===== src/rtl/rotor_stepper.sv =====
// Keypress front end and rotor-position controller for the Enigma datapath.
// It takes one letter per handshake, steps three rotor positions odometer-style,
// including the notch double-step, and hands the letter plus the post-step
// offsets to the rotor chain. In set mode it loads rotor positions instead.
module rotor_stepper #(
  parameter int NOTCH1 = 16,
  parameter int NOTCH2 = 4
) (
  input  logic       signal,
  input  logic       reset,
  input  logic       mode,
  input  logic       key_valid,
  output logic       key_ready,
  input  logic [4:0] key_in,
  input  logic       set_we,
  input  logic [1:0] set_sel,
  input  logic [4:0] set_val,
  output logic       out_valid,
  input  logic       out_ready,
  output logic [4:0] key_out,
  output logic [5:0] counter1,
  output logic [5:0] counter2,
  output logic [5:0] counter3,
  output logic       key_err
);

  typedef enum logic [1:0] {IDLE, STEP, ISSUE} state_t;

  state_t     state;
  logic [4:0] pos1, pos2, pos3;

  // Advance one rotor position, wrapping 25 -> 0.
  function automatic logic [4:0] inc26(input logic [4:0] p);
    return (p == 5'd25) ? 5'd0 : p + 5'd1;
  endfunction

  logic key_fire, key_ok, set_fire, val_ok;
  logic d2, s2, s3;

  // Handshake qualifiers and the stepping decision on pre-step positions.
  always_comb begin
    key_fire = key_valid & key_ready;
    key_ok   = (key_in >= 5'd1) && (key_in <= 5'd26);
    set_fire = (state == IDLE) & mode & set_we;
    val_ok   = (set_val <= 5'd25);
    d2       = (pos2 == 5'(NOTCH2));
    s2       = (pos1 == 5'(NOTCH1)) | d2;
    s3       = d2;
  end

  // Offsets are the zero-extended positions; they only move in STEP or on a set write.
  assign counter1 = {1'b0, pos1};
  assign counter2 = {1'b0, pos2};
  assign counter3 = {1'b0, pos3};

  // Control FSM, rotor positions and all registered outputs.
  always_ff @(posedge signal or posedge reset) begin
    if (reset) begin
      state     <= IDLE;
      pos1      <= '0;
      pos2      <= '0;
      pos3      <= '0;
      key_out   <= '0;
      out_valid <= 1'b0;
      key_ready <= 1'b1;
      key_err   <= 1'b0;
    end else begin
      key_err <= 1'b0;
      case (state)
        IDLE: begin
          // A set write and a dropped key may coincide: both take effect.
          if (set_fire && set_sel != 2'd0) begin
            if (val_ok) begin
              case (set_sel)
                2'd1:    pos1 <= set_val;
                2'd2:    pos2 <= set_val;
                default: pos3 <= set_val;
              endcase
            end else begin
              key_err <= 1'b1;
            end
          end
          if (key_fire) begin
            if (!mode && key_ok) begin
              key_out   <= key_in;
              key_ready <= 1'b0;
              state     <= STEP;
            end else begin
              key_err <= 1'b1;
            end
          end
        end
        STEP: begin
          pos1      <= inc26(pos1);
          if (s2) pos2 <= inc26(pos2);
          if (s3) pos3 <= inc26(pos3);
          out_valid <= 1'b1;
          state     <= ISSUE;
        end
        ISSUE: begin
          if (out_ready) begin
            out_valid <= 1'b0;
            key_ready <= 1'b1;
            state     <= IDLE;
          end
        end
        default: begin
          out_valid <= 1'b0;
          key_ready <= 1'b1;
          state     <= IDLE;
        end
      endcase
    end
  end

endmodule

===== config.mk =====
export PLATFORM = sky130hd
export DESIGN_NAME = rotor_stepper
export DESIGN_NICKNAME = d
export VERILOG_FILES = /design/src/rtl/rotor_stepper.sv
export SDC_FILE = /design/constraint.sdc
export NUM_CORES = 1
export LEC_CHECK = 0
export ABC_AREA = 0
export CORE_ASPECT_RATIO = 0.5
export CORE_MARGIN = 5
export CORE_UTILIZATION = 46
export CTS_BUF_LIST = sky130_fd_sc_hd__clkbuf_4
export DETAILED_ROUTE_END_ITERATION = 6
export MAX_ROUTING_LAYER = met4
export PLACE_DENSITY = 0.8
export SLEW_MARGIN = 20
export SYNTH_ARGS = -nofsm -noshare
export SYNTH_HDL_FRONTEND = slang
export SYNTH_SLANG_ARGS = --single-unit

===== constraint.sdc =====
create_clock -name signal -period 3.51 [get_ports signal]
set_input_delay 0.5265 -clock signal [delete_from_list [all_inputs] [get_ports signal]]
set_output_delay 0.5265 -clock signal [all_outputs]
set_load 0.01 [all_outputs]

==> impl_results.md <==
* Mean Syn Cell Area at 9.81 µm²
* Final Skew at between 0.002 and 0.003 ns
* Power share of the combinational group at 49.0%
* Layout area overhead at 29.5%
* Seq pwr share at 41.2%
* Initial core utilization at 49.7%
* Post-synthesis instance total at roughly 160
* Primary FF master, synth: dfrtp_1
* Final hold slack at slightly below 0.5 ns
* Req. time, crit path at 3.75 ns
* Static Leak at between 0.8 and 0.9 nW
* Worst vdd ir at 416 µV
* # Post-CTS Setup Buffers at 0
* Num CTS Buffers at 3
* Clock power share at 9.8%
* First-pass GRT wire length at 6480 µm
* WS Path Type: in -> reg
* CTS Hold Bufs at 0
* Global route overflow at 0
* Number of synthesis warnings at 0
* Share of cells above drive strength 1 at under 10%
* H-tree lvl count at 1
* R2R cell count at 6
* DP Cell Count at 234
* Routed vias at 1387
* EDFF count, synth at 0
* I/O pin count at 44
* Port bufs at 40
* GP Congestion at 0.886
* Core Box Area at just over 3000 µm²
* Element type at the critical path start: input pin
* Clk root buf: clkbuf_4
* Antenna-violating nets left at 0
* HPWL Detailed at ~3000 µm
* Setup tns final at 0 ns
* Height of the die at 51.1 µm
* Worst-path clk slew at roughly 0.15 ns
* Part of the Yosys area used for sequential elements at between 40% and 50%
* Status: finished, final reports clean
* GRT Total Usage at 18.0%
* Largest net degree at the start of global routing at 26
* Initial antenna violation count at 0
* DIE AREA at 4700 µm²
* R2r startpoint: pos2[0]
* TritonRoute pass-1 iters at 4
* # rows at 14
* Die W at around 90 µm
* Vias in the first global route at 1304
* Via-to-Cell Ratio at 5.83
* Clock latency on the worst-skew pair at 0.33 ns
* Slew Limit Headroom at between 30% and 40%
* Min-delay worst type: reg -> reg
* Synth top area share at between 30% and 40%
* WL/cell at ~17 µm
* CP endpoint kind: flip-flop
* Final Util at 64.4%
* Hold Path Sink: key_ready
* Final setup violation count at 0
* Final Hold Fails at 0
* Nets at 228
* Synth unique cells at 43
* Synth top area cells: dfrtp_1 (39%), ha_1 (8.9%), mux2_4 (4.8%)
* Synthesis-stage register bit count at 25
* Cells on Worst Hold Path at 2
* Final Cycle Share at about three fifths
* RSZ-0062 raised after global routing: no
* Maximum clock insertion buffer count at 2
* Measured slew at the worst slew-check pin at ~0.94 ns
* 1st-iter DRT viols at 73
* FF-to-FF End: pos2[0]
* Final WL at 3940 µm
* Power density over the cells at 706 nW/µm²
* Async SR Flop Fraction at 100%
* Sw Pwr at ~0.00055 W
* Cell Area, Synth at 1550 µm²
* Tmin final at 2.15 ns
* Fin cells at between 200 and 250
* CTS tree: built
* Largest area contributor in the netlist: dfrtp_1
* Max-Cap Viols at 0
* CTS-repair resized insts at 0
* Clock net sink count at 25
* Sw Ratio at 38.7%
* Drt drc at 0
* Max FO, Critical Path at 5
* Internal power at a little under 0.0009 W
* R2R setup slack at 1.44 ns
* Slew Limit Fails at 0
* ANT cells at 0
* Max Clock Freq at 466 MHz
* Hold path start: key_ready
* Critical Path AT at between 2 and 2.5 ns
==> worst max path at each step <==
stage / from / to / depth (start not counted)
after floorplan: pos2[0] / pos2[0] / 6
after global placement: set_sel[0] / pos3[1] / 7
after detailed placement: set_sel[0] / pos2[0] / 7
after CTS: set_sel[0] / pos2[0] / 7
after global routing: set_sel[0] / pos2[0] / 7
final: set_sel[0] / pos2[0] / 7
==> power groups by stage <==
stage | clock, W | combinational [W] | sequential (W)
after floorplan | 0 | 0.000301 | 0.000609
after global placement | 0 | 0.000691 | 0.000581
after detailed placement | 0 | 0.000695 | 0.000586
after CTS | 0.000145 | 0.000699 | 0.000581
after global routing | 0.000157 | 0.000753 | 0.000615
final | 0.000139 | 0.000694 | 0.000584
==> registers in the layout (all words and copies together), names as in the netlist <==
name,cells
state,2
key_ready,1
pos3,5
pos2,5
pos1,5
key_out,5
out_valid,1
key_err,1
==> cells in the final DEF, fill, tap and decap left out, types with 2 or more instances in the layout <==
cell type,synthesis,layout
mux2_4,5,5
mux2_2,3,3
ha_1,11,11
nand2b_1,2,2
nand3_1,8,8
nor2_1,4,4
o22ai_1,4,4
o21ai_0,8,8
o211ai_1,2,2
a22o_1,2,2
nand2_1,8,8
a31oi_1,4,4
clkdlybuf4s50_1,0,40
conb_1,1,3
a21boi_0,3,3
a41oi_1,2,2
inv_1,16,15
a211oi_1,2,2
a21oi_1,8,8
o2bb2ai_1,7,7
dfrtp_1,24,24
nor3_1,8,8
a32oi_1,2,2
clkbuf_4,0,3
==> worst max-delay path, stage by stage <==
cell and delay [ns]:
clkdlybuf4s50_1 0.44, inv_1 0.09, ha_1 0.13, and3b_1 0.20, and4_1 0.26, nor2_1 0.36, mux2_2 0.38
==> Yosys cell counts (3+ instances only) <==
cell type and number:
a21boi_0 3, a21oi_1 8, a31oi_1 4, buf_4 3, dfrtp_1 24, ha_1 11
inv_1 16, mux2_2 3, mux2_4 5, nand2_1 8, nand3_1 8, nor2_1 4
nor3_1 8, o21ai_0 8, o22ai_1 4, o2bb2ai_1 7
==> cells by family (layout without fill, tap and decap cells) <==
logic type / Yosys count / in the layout / synth area share (%)
compound gates: 48 / 48 / 21.9
fa+ha+maj: 11 / 11 / 8.88
buf+inv: 23 / 61 / 6.38
flops: 25 / 25 / 40.4
mux: 9 / 9 / 7.67
other cells: 1 / 3 / 0.242
simple gates: 41 / 41 / 14.5
==> final cells by class <==
| type | instances | area, µm² |
|---|---|---|
| fill | 275 | 1110 |
| clock buffer | 3 | 22.5 |
| multi-input combinational | 112 | 832 |
| inverter | 16 | 60.1 |
| sequential | 25 | 627 |
| tap | 40 | 50.0 |
| clock inverter | 1 | 7.51 |
| timing repair buffer | 41 | 408 |
==> routing by layer <==
layer  part of all wire, %  vias up  global-route usage, %
met5                     0        -                      -
met4                   1.0        0                   4.43
met3                   5.2        4                   3.67
met2                    48       47                   28.4
met1                    46      673                   24.0
li1                      -      663                      -
==> per-stage QoR <==
stage / cell area, µm² / total power, W / setup slack (ns)
2_1_floorplan: 1560 / 0.000911 / 1.62
3_3_place_gp: 1980 / 0.00127 / 1.09
3_5_place_dp: 1980 / 0.00128 / 1.02
4_1_cts: 2010 / 0.00143 / 1.39
5_1_grt: 2010 / 0.00153 / 1.30
6_report: 2010 / 0.00142 / 1.36
No activity file was read; power rests on OpenSTA's default activity.
